File: config.mk
export PLATFORM = sky130hd
export DESIGN_NAME = spi_target
export DESIGN_NICKNAME = d
export VERILOG_FILES = /design/src/rtl/spi_target.sv
export SDC_FILE = /design/constraint.sdc
export NUM_CORES = 1
export LEC_CHECK = 0
export BUFFER_PORTS_ARGS = -buffer_cell sky130_fd_sc_hd__buf_2
export CORE_MARGIN = 8
export CORE_UTILIZATION = 42
export DETAILED_ROUTE_END_ITERATION = 12
export GPL_ROUTABILITY_DRIVEN = 0
export GPL_TIMING_DRIVEN = 0
export HOLD_SLACK_MARGIN = 0.06
export PLACE_DENSITY = 0.65
export REMOVE_ABC_BUFFERS = 1
export SYNTH_ARGS = -nofsm -noshare
export SYNTH_HDL_FRONTEND = slang
export SYNTH_SLANG_ARGS = --single-unit
File: constraint.sdc
create_clock -name clk -period 2.7 [get_ports clk]
set_input_delay 0.27 -clock clk [delete_from_list [all_inputs] [get_ports clk]]
set_output_delay 0.27 -clock clk [all_outputs]
set_load 0.03 [all_outputs]
File: src/rtl/spi_target.sv
// SPI target (CPHA=0, CPOL=POLARITY) with a 4-word CPU register file.
// Define SPI_TARGET_FIFO_EN to replace the single RX holding register with a 4-entry FIFO.
module spi_target #(
  parameter bit POLARITY = 1'b1
) (
  input  logic        clk,
  input  logic        resetq,
  input  logic        select,
  input  logic [3:0]  we,
  input  logic        rd,
  input  logic [1:0]  addr,
  input  logic [31:0] wdata,
  output logic [31:0] rdata,
  input  logic        spi_sck,
  input  logic        spi_ss_n,
  input  logic        spi_mosi,
  output logic        spi_miso,
  output logic        spi_miso_oe,
  output logic        interrupt
);

  typedef enum logic {IDLE = 1'b0, SHIFT = 1'b1} state_t;

  state_t      state, state_nxt;
  logic        sck_p0, sck_p1, sck_p2;
  logic        ss_p0, ss_p1, ss_p2, ss_armed;
  logic        mosi_p0, mosi_p1;
  logic        lead_edge, trail_edge, ss_fall, ss_rise, ss_active;
  logic        shifting, start, leaving, lead, trail, reload;
  logic [2:0]  bit_cnt;
  logic [7:0]  rx_shift, tx_shift, tx_hold, rx_byte;
  logic        tx_empty, rx_overrun, tx_underrun, frame_end;
  logic [2:0]  ctrl;
  logic        wr_data, wr_stat, wr_ctrl, pop_req, rx_push;
  logic        pop, push, rx_full_after_pop, rx_valid;
  logic [7:0]  rx_data;
  logic [2:0]  rx_level;
  logic        unused_bits;

  assign unused_bits = ^{we[3:1], wdata[31:8]};

  // Stage p0..p2: pin synchronisers; SS flops reset low so a held-low SS
  // never looks like a falling edge until it has been seen high once.
  always_ff @(posedge clk or negedge resetq) begin
    if (!resetq) begin
      sck_p0   <= POLARITY;
      sck_p1   <= POLARITY;
      sck_p2   <= POLARITY;
      ss_p0    <= 1'b0;
      ss_p1    <= 1'b0;
      ss_p2    <= 1'b0;
      ss_armed <= 1'b0;
      mosi_p0  <= 1'b0;
      mosi_p1  <= 1'b0;
    end else begin
      sck_p0   <= spi_sck;
      sck_p1   <= sck_p0;
      sck_p2   <= sck_p1;
      ss_p0    <= spi_ss_n;
      ss_p1    <= ss_p0;
      ss_p2    <= ss_p1;
      ss_armed <= ss_armed | ss_p1;
      mosi_p0  <= spi_mosi;
      mosi_p1  <= mosi_p0;
    end
  end

  assign lead_edge  = POLARITY ? (~sck_p1 & sck_p2) : (sck_p1 & ~sck_p2);
  assign trail_edge = POLARITY ? (sck_p1 & ~sck_p2) : (~sck_p1 & sck_p2);
  assign ss_fall    = ss_armed & ~ss_p1 & ss_p2;
  assign ss_rise    = ss_p1 & ~ss_p2;
  assign ss_active  = ss_armed & ~ss_p1;

  always_ff @(posedge clk or negedge resetq) begin
    if (!resetq) state <= IDLE;
    else         state <= state_nxt;
  end

  always_comb begin
    state_nxt = state;
    case (state)
      IDLE:    if (ss_fall && ctrl[0]) state_nxt = SHIFT;
      SHIFT:   if (ss_rise || !ctrl[0]) state_nxt = IDLE;
      default: state_nxt = IDLE;
    endcase
  end

  always_comb begin
    shifting    = (state == SHIFT);
    start       = (state == IDLE) & ss_fall & ctrl[0];
    leaving     = shifting & (ss_rise | ~ctrl[0]);
    lead        = shifting & ~leaving & lead_edge;
    trail       = shifting & ~leaving & trail_edge;
    spi_miso_oe = ctrl[0] & shifting;
  end

  assign wr_data = select & we[0] & (addr == 2'd0);
  assign wr_stat = select & we[0] & (addr == 2'd1);
  assign wr_ctrl = select & we[0] & (addr == 2'd2);
  assign pop_req = select & rd & (addr == 2'd0);
  assign rx_byte = {rx_shift[6:0], mosi_p1};
  assign rx_push = lead & (bit_cnt == 3'd7);
  assign reload  = start | (trail & (bit_cnt == 3'd0));

  // Shifters, TX hold and sticky flags; a CPU write lands after any reload in the same cycle.
  always_ff @(posedge clk or negedge resetq) begin
    if (!resetq) begin
      bit_cnt     <= 3'd0;
      rx_shift    <= 8'hFF;
      tx_shift    <= 8'hFF;
      tx_hold     <= 8'h00;
      tx_empty    <= 1'b1;
      rx_overrun  <= 1'b0;
      tx_underrun <= 1'b0;
      frame_end   <= 1'b0;
      ctrl        <= 3'd0;
    end else begin
      if (start || leaving) begin
        bit_cnt <= 3'd0;
      end else if (lead) begin
        bit_cnt  <= bit_cnt + 3'd1;
        rx_shift <= rx_byte;
      end
      if (reload)     tx_shift <= tx_empty ? 8'hFF : tx_hold;
      else if (trail) tx_shift <= {tx_shift[6:0], 1'b1};
      if (reload) tx_empty <= 1'b1;
      if (wr_data) begin
        tx_hold  <= wdata[7:0];
        tx_empty <= 1'b0;
      end
      if (wr_stat && wdata[2]) rx_overrun  <= 1'b0;
      if (wr_stat && wdata[3]) tx_underrun <= 1'b0;
      if (wr_stat && wdata[5]) frame_end   <= 1'b0;
      if (rx_push && rx_full_after_pop) rx_overrun  <= 1'b1;
      if (reload && tx_empty)           tx_underrun <= 1'b1;
      if (shifting && ss_rise)          frame_end   <= 1'b1;
      if (wr_ctrl) ctrl <= wdata[2:0];
    end
  end

`ifdef SPI_TARGET_FIFO_EN
  logic [7:0] fifo_mem [4];
  logic [1:0] rd_ptr, wr_ptr;
  logic [2:0] rx_count;

  assign pop               = pop_req & (rx_count != 3'd0);
  assign rx_full_after_pop = (rx_count == 3'd4) & ~pop;
  assign push              = rx_push & ~rx_full_after_pop;
  assign rx_valid          = (rx_count != 3'd0);
  assign rx_data           = rx_valid ? fifo_mem[rd_ptr] : 8'h00;
  assign rx_level          = rx_count;

  always_ff @(posedge clk) begin
    if (push) fifo_mem[wr_ptr] <= rx_byte;
  end

  always_ff @(posedge clk or negedge resetq) begin
    if (!resetq) begin
      rd_ptr   <= 2'd0;
      wr_ptr   <= 2'd0;
      rx_count <= 3'd0;
    end else begin
      if (pop)  rd_ptr <= rd_ptr + 2'd1;
      if (push) wr_ptr <= wr_ptr + 2'd1;
      rx_count <= rx_count + {2'b0, push} - {2'b0, pop};
    end
  end
`else
  logic [7:0] rx_hold;
  logic       rx_full;

  assign pop               = pop_req & rx_full;
  assign rx_full_after_pop = rx_full & ~pop;
  assign push              = rx_push & ~rx_full_after_pop;
  assign rx_valid          = rx_full;
  assign rx_data           = rx_hold;
  assign rx_level          = 3'd0;

  always_ff @(posedge clk or negedge resetq) begin
    if (!resetq) begin
      rx_hold <= 8'h00;
      rx_full <= 1'b0;
    end else if (push) begin
      rx_hold <= rx_byte;
      rx_full <= 1'b1;
    end else if (pop) begin
      rx_full <= 1'b0;
    end
  end
`endif

  always_comb begin
    rdata = '0;
    case (addr)
      2'd0:    rdata[7:0] = rx_data;
      2'd1:    rdata[8:0] = {rx_level, frame_end, ss_active, tx_underrun,
                             rx_overrun, tx_empty, rx_valid};
      2'd2:    rdata[2:0] = ctrl;
      default: rdata = '0;
    endcase
  end

  assign spi_miso  = tx_shift[7];
  assign interrupt = (rx_valid & ctrl[1]) | (frame_end & ctrl[2]);

endmodule

======== Yosys cells after proc, flatten, opt, wreduce, memory -nomap -nowiden ========
Index checks and enable logic that the tools add are counted.
W data, S select, Z words.
operators by class
  $add $sub $neg .......................... 1
  equality and inequality tests ........... 3
  multiplexer cells ....................... 20
  bitwise operators ....................... 39
  reductions and logical operators ........ 20
operators by type and width
  kind                   count
  $and A1 B1 Y1          25
  $mux W8                3
  $reduce_bool A2 Y1     7
  $mux W1                12
  $not A1 Y1             10
  $pmux W5 S2            1
  $pmux W3 S3            1
  $logic_and A1 B1 Y1    7
  $mux W3                2
  $or A1 B1 Y1           4
  $add A3 B1 Y3 const B  1
  $eq A3 B3 Y1 const B   1
  $logic_not A3 Y1       1
  $eq A2 B1 Y1 const B   1
  $eq A2 B2 Y1 const B   1
  $logic_not A2 Y1       1
  $logic_or A1 B1 Y1     2
  $pmux W1 S2            1
  $reduce_and A2 Y1      1
  $logic_not A1 Y1       1
storage, ports and cells
  register bits ........................... 52
  input port bits ......................... 45
  output and inout port bits .............. 35
  word-level logic and storage cells ...... 104

======== Depth between registers and ports, before layout ========
Gate-level depths: netlist (run 1).
  depth in word-level cells ............... 11
  gate-level depth with buffers ........... 6
  mapped depth without buffers ............ 6

======== Worst setup path before layout (run 1) ========
OpenSTA, ideal clock, no wires.
  path type ............................... register -> register
  start point ............................. register ss_p1
  end point ............................... register rx_hold[0] (netlist: rx_data[0])
  setup time .............................. 125 ps
  arrival ................................. 1546 ps
  data required time ...................... 2575 ps
  path slack .............................. 1029 ps
  cell stages (with the launch flop) ...... 6
  buffers on the path ..................... 1
  period minus slack after synthesis ...... 1671 ps
  cells stage by stage .................... dfrtp_1 > and2b_1 > nor4b_4 > and3_1 > buf_4 > mux2_2
on the way
  longest elaborated chain between the ends .. 8
ends and longest elaborated chain
  element                      line  RTL
  start, declared              26    logic ss_p0, ss_p1, ss_p2, ss_armed;
  start signal, assigned       60    ss_p1 <= ss_p0;
  $and A1 B1 Y1                71    assign ss_rise = ss_p1 & ~ss_p2;
  $or A1 B1 Y1                 91    leaving = shifting & (ss_rise | ~ctrl[0]);
  $and A1 B1 Y1                91
  $not A1 Y1                   92    lead = shifting & ~leaving & lead_edge;
  $and A1 B1 Y1 (2 in series)  92
  $and A1 B1 Y1                102   assign rx_push = lead & (bit_cnt == 3'd7);
  $and A1 B1 Y1                174   assign push = rx_push & ~rx_full_after_pop;
  end signal, assigned         184   rx_hold <= rx_byte;
  end, declared                169   logic [7:0] rx_hold;
Every way passes these cells.
A chain may end at the register's enable or synchronous reset.

======== Worst setup path in the final report (run 1) ========
  start point ............................. register ss_p1
  end point ............................... register rx_hold[7] (netlist: rx_data[7])
Same word-level chain as after synthesis.

==> summary.md, run 1 <==
| Metric | Value |
|---|---|
| Internal power | 0.00132 W |
| Iteration count of the initial detailed-routing pass | 4 |
| Asr flop ratio synth | 1.00 |
| Most common cell after layout, fill and taps aside | dfrtp_1 |
| H-tree depth | 2 |
| Hold slack | 0.169 ns |
| Crit path cell chain | and2b_1, nor4b_4, and3_1, mux2_2 |
| EDFF count, synth | 0 |
| Startpoint types | flop |
| Initial antenna violation count | 0 |
| Cell Rows | 28 |
| Main flop type after synthesis | dfrtp_1 |
| Core Area | 0.00578 mm² |
| Register bit total from synthesis | 52 |
| Fillers | 551 |
| Max-slew headroom | 0.254 |
| Area overhead of the layout relative to synthesis | 9.68% |
| MaxCap Viol Count | 0 |
| Mean Syn Cell Area | 12.9 µm² |
| Final period util | 0.894 |
| Vias post-DR | 1410 |
| Antenna Nets Post-Route | 0 |
| Die width | 92.5 µm |
| Post-route setup TNS | 0 ns |
| Critical path class | reg2reg |
| CTS root buffer | clkbuf_8 |
| GRT Util Overall | 0.105 |
| DP HPWL | 3.23 mm |
| TritonCTS buffer count | 5 |
| CP arrival | 2.60 ns |
| # clock sinks | 52 |
| Vias in the first global route | 1432 |
| Total grt overflow | 0 |
| # setup viols final | 0 |
| Drt drc | 0 |
| Crit. End Element | flop |
| Routed vias/inst | 4.72 |
| Final Hold Vio Count | 0 |
| Critical path buffers and inverters | 0 |
| Layout Nets | 271 |
| Number of DRC markers in iteration 0 | 86 |
| Post-cts gate resize count | 0 |
| Largest stage delay, worst path | 0.72 ns |
| WL/cell | 14.6 µm |
| Worst clock skew | 0.00855 ns |
| Setup crit start | ss_p1 |
| TritonCTS clock tree | built |
| I/O pins | 80 |
| Clock latency on the worst-skew pair | 0.30 ns |
| Worst path top cell family by delay | simple AND/OR/NAND/NOR gates |
| First-pass GRT wire length | 7.15 mm |
| Share of cells above drive strength 1 | 0.393 |
| RR Startpoint | ss_p1 |
| Status | finished, final reports clean |
| Mapped Area | 0.00246 mm² |
| WL final | 4.36 mm |
| Clock slew at reported path FFs | 0.10 ns |
| Slew Viols, Final | 0 |
| Die Span Y | 92.5 µm |
| Ant. Diodes | 0 |
| Largest net degree at the start of global routing | 53 |
| Tmin final | 2.41 ns |
| CP Max Fanout | 13 |
| Yosys cell types | 32 |
| Most frequent cells in the layout | dfrtp_1 (33), buf_2 (28), mux2_2 (27), conb_1 (24), dfstp_2 (19) |
| CP max-delay cell | nor4b_4 |
| Required time worst endpoint | 2.89 ns |
| Reg power frac | 0.555 |
| Finished Core Util | 0.466 |
| Setup Buffers After CTS | 0 |
| CTS Hold Bufs | 3 |
| Post-synthesis cell count | 191 |
| Max VDD drop | 0.322 mV |
| Max Fclk | 414 MHz |
| Net switching power | 0.000559 W |
| Hold crit path type | in2async |
| RSZ-0062 raised after global routing | false |
| YS warnings | 0 |
| Port bufs | 28 |
| PwrDens | 698 mW/mm² |
| Sw Share | 0.297 |
| Cell leakage power | 1.26 nW |
| Clock share of power | 0.240 |
| Initial Util | 0.425 |
| Sequential area share after synthesis | 0.539 |
| Comb power frac | 0.206 |
| Die area | 0.00855 mm² |
| Actual slew at the worst max-slew pin | 1.12 ns |
| R2R Setup Slk | 0.29 ns |
| Clk buf depth | 2 |
[sequential cells by signal (all words and copies together), names as in the netlist, 3 cells and up]
| register | cells |
|---|---|
| tx_hold | 8 |
| rx_data | 8 |
| ctrl | 3 |
| tx_shift | 8 |
| bit_cnt | 3 |
| rx_shift | 7 |
[power by group through the flow]
stage,combinational [W],sequential [W],clock [W]
2_1_floorplan,0.000287,0.00104,0
3_3_place_gp,0.000381,0.00105,0
3_5_place_dp,0.000390,0.00106,0
4_1_cts,0.000392,0.00104,0.000470
5_1_grt,0.000419,0.00106,0.000500
6_report,0.000387,0.00104,0.000450
[cells in the mapped netlist, drive strengths merged (2+ instances only)]
| cell type | instances | area share |
|---|---|---|
| a22o | 5 | 0.018 |
| a2bb2oi | 7 | 0.025 |
| and2 | 2 | 0.0051 |
| and3 | 3 | 0.0076 |
| buf | 29 | 0.085 |
| dfrtp | 33 | 0.34 |
| dfstp | 19 | 0.20 |
| ha | 3 | 0.015 |
| inv | 3 | 0.0046 |
| mux2 | 27 | 0.12 |
| mux2i | 13 | 0.053 |
| nand2 | 10 | 0.016 |
| nand2b | 10 | 0.025 |
| nand4b | 2 | 0.0071 |
| nor2 | 5 | 0.0076 |
| nor2b | 2 | 0.0051 |
| nor3 | 2 | 0.0087 |
| o21ai | 4 | 0.0082 |
| or2 | 2 | 0.0051 |
[worst paths after layout]
check,to,cells past startpoint
max,rx_data[7],4
min,rx_data[1],1
max reg2reg,rx_data[7],4
min reg2reg,sck_p1,0
max in group asynchronous,tx_hold[7],1
min in group clk,tx_hold[4],2
[through the flow]
| step | cell area (µm²) | total power [W] | worst slack (ns) | cells |
|---|---|---|---|---|
| floorplan | 2330 | 0.00133 | 0.667 | 185 |
| global placement | 2570 | 0.00143 | 0.282 | 288 |
| detailed placement | 2570 | 0.00145 | 0.255 | 288 |
| CTS | 2690 | 0.00191 | 0.237 | 299 |
| global route | 2690 | 0.00198 | 0.0973 | 299 |
| finish | 2690 | 0.00188 | 0.287 | 299 |
[area by class of cell]
type                       count  area [µm²]  share of cell area
sequential                    52        1330               0.492
tap                           75        93.8              0.0348
timing repair buffer          31         170              0.0632
clock buffer                   5        68.8              0.0255
clock inverter                 3        26.3             0.00975
multi-input combinational    130         998               0.371
inverter                       3        11.3             0.00418
[routing by layer]
layer  track usage  share of wire  vias up
met5             0              0        -
met1         0.122           0.44      690
met4        0.0443          0.015        0
met3        0.0348          0.059        4
li1              -              -      683
met2         0.173           0.49       33
[kinds of logic (layout without fill, tap and decap cells)]
family,count (synthesis),after routing,share of synthesized area
flops,52,52,0.539
other cells,1,24,0.00153
fa+ha+maj,3,3,0.0153
mux,40,40,0.177
compound gates,21,21,0.0678
simple gates,42,42,0.110
buf+inv,32,42,0.0891
Note: power is estimated with default switching activity, not from simulation.
==> run 2: changes to the inputs <==
--- a/config.mk
+++ b/config.mk
@@ -7,4 +7,6 @@
 export LEC_CHECK = 0
 export BUFFER_PORTS_ARGS = -buffer_cell sky130_fd_sc_hd__buf_2
+export CELL_PAD_IN_SITES_DETAIL_PLACEMENT = 1
+export CELL_PAD_IN_SITES_GLOBAL_PLACEMENT = 1
 export CORE_MARGIN = 8
 export CORE_UTILIZATION = 42
@@ -13,5 +15,5 @@
 export GPL_TIMING_DRIVEN = 0
 export HOLD_SLACK_MARGIN = 0.06
-export PLACE_DENSITY = 0.65
+export PLACE_DENSITY = 0.81
 export REMOVE_ABC_BUFFERS = 1
 export SYNTH_ARGS = -nofsm -noshare
==> constraint.sdc (replaced) <==
create_clock -name clk -period 2.7 [get_ports clk]
set_input_delay 0 -clock clk [delete_from_list [all_inputs] [get_ports clk]]
set_output_delay 0 -clock clk [all_outputs]
set_load 0.03 [all_outputs]
==> run 2 against run 1 <==
Register-to-register slack gained 0.03 ns. Via count grew 3.9%. Die area did not move. Hold slack worse by 0.087 ns. Sequential power is essentially flat. Sequential share of layout area down 1.7 points. Sequential cell count unchanged. Critical path depth unchanged. Clock power decreased by 2%. Power grew 0.78%. Largest cell class unchanged. Largest power group unchanged.
==> summary.md, run 2 (synthesis gave the netlist of run 1 again) <==
| Metric | Value |
|---|---|
| Area overhead of the layout relative to synthesis | 13.5% |
| Iteration count of the initial detailed-routing pass | 4 |
| Die Span Y | 92.5 µm |
| PwrDens | 680 mW/mm² |
| WL/cell | 15.9 µm |
| Die width | 92.5 µm |
| Cell leakage power | 1.29 nW |
| Ant. Diodes | 0 |
| Final WS setup | 0.317 ns |
| Number of DRC markers in iteration 0 | 52 |
| Crit. End Element | flop |
| Cell Rows | 28 |
| Status | finished, final reports clean |
| CP Max Fanout | 13 |
| Vias in the first global route | 1761 |
| Clock latency on the worst-skew pair | 0.30 ns |
| CP max-delay cell | nor4b_4 |
| TritonCTS buffer count | 5 |
| Die area | 0.00855 mm² |
| Hold crit path type | in2reg |
| Initial antenna violation count | 0 |
| Hold slack | 0.0817 ns |
| Clock slew at reported path FFs | 0.10 ns |
| Post-cts gate resize count | 0 |
| Vias post-DR | 1465 |
| TritonCTS clock tree | built |
| DP HPWL | 3.69 mm |
| MaxCap Viol Count | 0 |
| Clk buf depth | 2 |
| FF-to-FF End | rx_data[2] |
| Post-route setup TNS | 0 ns |
| H-tree depth | 2 |
| Largest stage delay, worst path | 0.69 ns |
| Largest net degree at the start of global routing | 53 |
| Required time worst endpoint | 2.90 ns |
| Startpoint types | flop |
| # clock sinks | 52 |
| Routed vias/inst | 4.74 |
| R2R Setup Slk | 0.32 ns |
| Crit path cell chain | and2b_1, nor4b_4, and3_1, mux2_2 |
| Drt drc | 0 |
| Most common cell after layout, fill and taps aside | dfrtp_1 |
| CTS root buffer | clkbuf_8 |
| # setup viols final | 0 |
| Most frequent cells in the layout | dfrtp_1 (33), buf_2 (28), mux2_2 (27), conb_1 (24), dfstp_2 (19) |
| WL final | 4.92 mm |
| Setup crit start | ss_p1 |
| I/O pins | 80 |
| Final period util | 0.883 |
| RR Startpoint | ss_p1 |
| Fillers | 644 |
| Total grt overflow | 0 |
| CP arrival | 2.58 ns |
| Actual slew at the worst max-slew pin | 1.14 ns |
| GRT Util Overall | 0.124 |
| Worst clock skew | 0.00630 ns |
| Layout Nets | 281 |
| Share of cells above drive strength 1 | 0.372 |
| Initial Util | 0.425 |
| First-pass GRT wire length | 8.57 mm |
| Tmin final | 2.38 ns |
| Antenna Nets Post-Route | 0 |
| Port bufs | 28 |
| Critical path class | reg2reg |
| Setup slack at placement | 0.262 ns |
| Final Hold Vio Count | 0 |
| Slew Viols, Final | 0 |
| Max VDD drop | 0.344 mV |
| Crit path to | rx_data[2] |
| Max-slew headroom | 0.242 |
| Core Area | 0.00578 mm² |
| RSZ-0062 raised after global routing | false |
| Max Fclk | 420 MHz |
| Worst Reg-to-Reg Cells | 4 |
## run 2: critical path: cells and delay by family, from the launching register on
family | cells | cell delay [ns]
mux | 1 | 0.38
simple gates | 3 | 1.48
flops | 1 | 0.41
## run 2: repair_timing
item,4_1_cts,5_1_grt
buffers inserted,0,0
hold buffers,13,0
hold endpoints to repair,51,0
## run 2: layout make-up
class                      count  area [µm²]  area share
inverter                       3        11.3     0.00404
timing repair buffer          41         270      0.0969
clock inverter                 2        16.3     0.00583
sequential                    52        1330       0.475
multi-input combinational    130         998       0.358
tap                           75        93.8      0.0337
clock buffer                   6        72.6      0.0260
## run 2: power breakdown
group	switching (W)	internal (W)
sequential	0.0000871	0.000959
clock	0.000255	0.000187
combinational	0.000224	0.000183
total	0.000566	0.00133
## run 2: routing by layer
metal	track usage	vias to the layer above	wire length (µm)
met5	0	-	0
met4	0.0403	0	42
met3	0.0348	4	198
met2	0.218	25	2560
met1	0.142	736	2120
li1	-	700	-
## run 2: stage by stage
stage | util | cell area, µm² | total power (W) | instances
2_1_floorplan | - | 2330 | 0.00133 | 185
3_3_place_gp | 0.444 | 2570 | 0.00143 | 288
3_5_place_dp | 0.444 | 2570 | 0.00146 | 288
4_1_cts | 0.482 | 2790 | 0.00192 | 309
5_1_grt | 0.482 | 2790 | 0.00201 | 309
6_report | 0.482 | 2790 | 0.00189 | 309
## run 2: worst min-delay path by stage
stage,cells past startpoint,start,slack [ns],end
after detailed placement,1,spi_sck,0.11,sck_p0
after floorplan,0,resetq,-0.30,bit_cnt[0]
after global routing,4,select,0.12,rx_full
final,4,select,0.08,rx_full
after CTS,4,select,0.08,rx_full
after global placement,1,spi_sck,0.11,sck_p0
==> run 3: changes to the inputs <==
Settings changed: CTS_BUF_LIST set to sky130_fd_sc_hd__clkbuf_16, HOLD_SLACK_MARGIN 0.06 to 0.03.
==> run 3 against run 2 <==
Sequential cell count is the same. Clock skew is 0.00055 ns lower. Count of clock-buffer cells in the layout shrank 1. Register-to-register slack about the same. Maximum frequency down 0.48%. Final area increased by 1.7%.
==> summary.md, run 3 (synthesis gave the netlist of run 1 again) <==
| Metric | Value |
|---|---|
| Status | finished, final reports clean |
| MaxCap Viol Count | 0 |
| Comb power frac | 0.196 |
| Net switching power | 0.000585 W |
| Final WS setup | 0.305 ns |
| WL final | 4.97 mm |
| Clock latency on the worst-skew pair | 0.29 ns |
| Area after DPL | 0.00257 mm² |
| Core Area | 0.00578 mm² |
| Final Hold Vio Count | 0 |
| Number of DRC markers in iteration 0 | 43 |
| Startpoint types | flop |
| GRT Util Overall | 0.125 |
| Critical path buffers and inverters | 0 |
| First-pass GRT wire length | 8.60 mm |
| Cell leakage power | 1.32 nW |
| Initial antenna violation count | 0 |
| # setup viols final | 0 |
| Hold crit path type | in2reg |
| Share of cells above drive strength 1 | 0.373 |
| Setup slack at placement | 0.262 ns |
| Clk buf depth | 2 |
| Setup Buffers After CTS | 0 |
| Max Fclk | 418 MHz |
| Required time worst endpoint | 2.87 ns |
| Reg power frac | 0.506 |
| Final period util | 0.887 |
| Port bufs | 28 |
| Internal power | 0.00149 W |
| Area overhead of the layout relative to synthesis | 15.4% |
| Worst clock skew | 0.00575 ns |
| Hold Path Stages | 4 |
| Cell Rows | 28 |
| DP HPWL | 3.69 mm |
| # clock sinks | 52 |
| Layout Nets | 280 |
| Tmin final | 2.39 ns |
| WL/cell | 16.1 µm |
| Total grt overflow | 0 |
| Iteration count of the initial detailed-routing pass | 4 |
| Die area | 0.00855 mm² |
| Crit path depth | 4 |
| TritonCTS buffer count | 5 |
| Final Instance Area | 0.00283 mm² |
| Max-slew headroom | 0.233 |
| Initial Util | 0.425 |
| Crit. End Element | flop |
| Most frequent cells in the layout | dfrtp_1 (33), buf_2 (28), mux2_2 (27), conb_1 (24), dfstp_2 (19) |
| Worst path top cell family by delay | simple AND/OR/NAND/NOR gates |
| Largest net degree at the start of global routing | 53 |
| Die Span Y | 92.5 µm |
| Finished Core Util | 0.490 |
| Max VDD drop | 0.375 mV |
| CP Max Fanout | 13 |
| Die width | 92.5 µm |
| Slew Viols, Final | 0 |
| Crit path cell chain | and2b_1, nor4b_4, and3_1, mux2_2 |
| Vias post-DR | 1482 |
| Sw Share | 0.283 |
| Post-route setup TNS | 0 ns |
| Actual slew at the worst max-slew pin | 1.15 ns |
| Clock share of power | 0.298 |
| Critical path class | reg2reg |
| H-tree depth | 2 |
| PwrDens | 731 mW/mm² |
| Vias in the first global route | 1758 |
| Antenna Nets Post-Route | 0 |
| Clock slew at reported path FFs | 0.07 ns |
| Ant. Diodes | 0 |
| TritonCTS clock tree | built |
| Largest stage delay, worst path | 0.70 ns |
| Worst Reg-to-Reg Cells | 4 |
| CTS root buffer | clkbuf_16 |
| RSZ-0062 raised after global routing | false |
| CP max-delay cell | nor4b_4 |
| Most common cell after layout, fill and taps aside | dfrtp_1 |
| Routed vias/inst | 4.81 |
| CP arrival | 2.57 ns |
| Drt drc | 0 |
| I/O pins | 80 |
## run 3: cell types whose count changed in the layout (fill, tap and decap cells not counted)
cell	before	now
clkbuf_1	1	0
dlygate4sd3_1	13	12
clkbuf_8	5	0
clkbuf_16	0	5
inv_1	3	4
## run 3: stage by stage
stage                     cells  total power, W  hold slack, ns
after floorplan             185         0.00133          -0.296
after global placement      288         0.00143           0.106
after detailed placement    288         0.00146           0.108
after CTS                   308         0.00210          0.0757
after global routing        308         0.00218           0.119
final                       308         0.00207          0.0692
## run 3: power groups by stage
stage | Clock [W] | Combinational [W] | Sequential, W
finish | 0.000618 | 0.000406 | 0.00105
global route | 0.000664 | 0.000450 | 0.00107
CTS | 0.000640 | 0.000412 | 0.00105
detailed placement | 0 | 0.000397 | 0.00106
global placement | 0 | 0.000382 | 0.00105
floorplan | 0 | 0.000287 | 0.00104
## run 3: final timing paths
kind / slack (ns) / end / from
max: 0.31 / rx_data[7] / ss_p1
min: 0.07 / rx_full / rd
max reg2reg: 0.31 / rx_data[7] / ss_p1
min reg2reg: 0.36 / mosi_p1 / mosi_p0
max in group asynchronous: 1.51 / ss_p1 / resetq
min in group asynchronous: 0.48 / rx_data[6] / resetq
## run 3: repair_timing
item,in CTS,in global routing
hold endpoints to repair,49,0
resized for setup,0,0
hold buffers,12,0
## run 3: tightest hold or removal path: cells and delay by family
kind / cells / cell delay, ns
AO/OA/AOI/OAI: 1 / 0.09
AND/OR/NAND/NOR: 2 / 0.13
buffers and inverters: 1 / 0.09
## run 3: area by class of cell
| class | count | area [µm²] |
|---|---|---|
| inverters | 3 | 11.3 |
| clock inverters | 3 | 20.0 |
| clock buffers | 5 | 125 |
| multi-input cells | 130 | 998 |
| fillers | 637 | 2950 |
| well taps | 75 | 93.8 |
| repair buffers | 40 | 260 |
| flip-flops and latches | 52 | 1330 |
## run 3: per-layer routing
metal | GRT usage | vias up | part of all wire
li1 | - | 704 | -
met4 | 0.0362 | 0 | 0.0097
met3 | 0.0307 | 5 | 0.038
met1 | 0.142 | 748 | 0.43
met2 | 0.225 | 25 | 0.52
met5 | 0 | - | 0
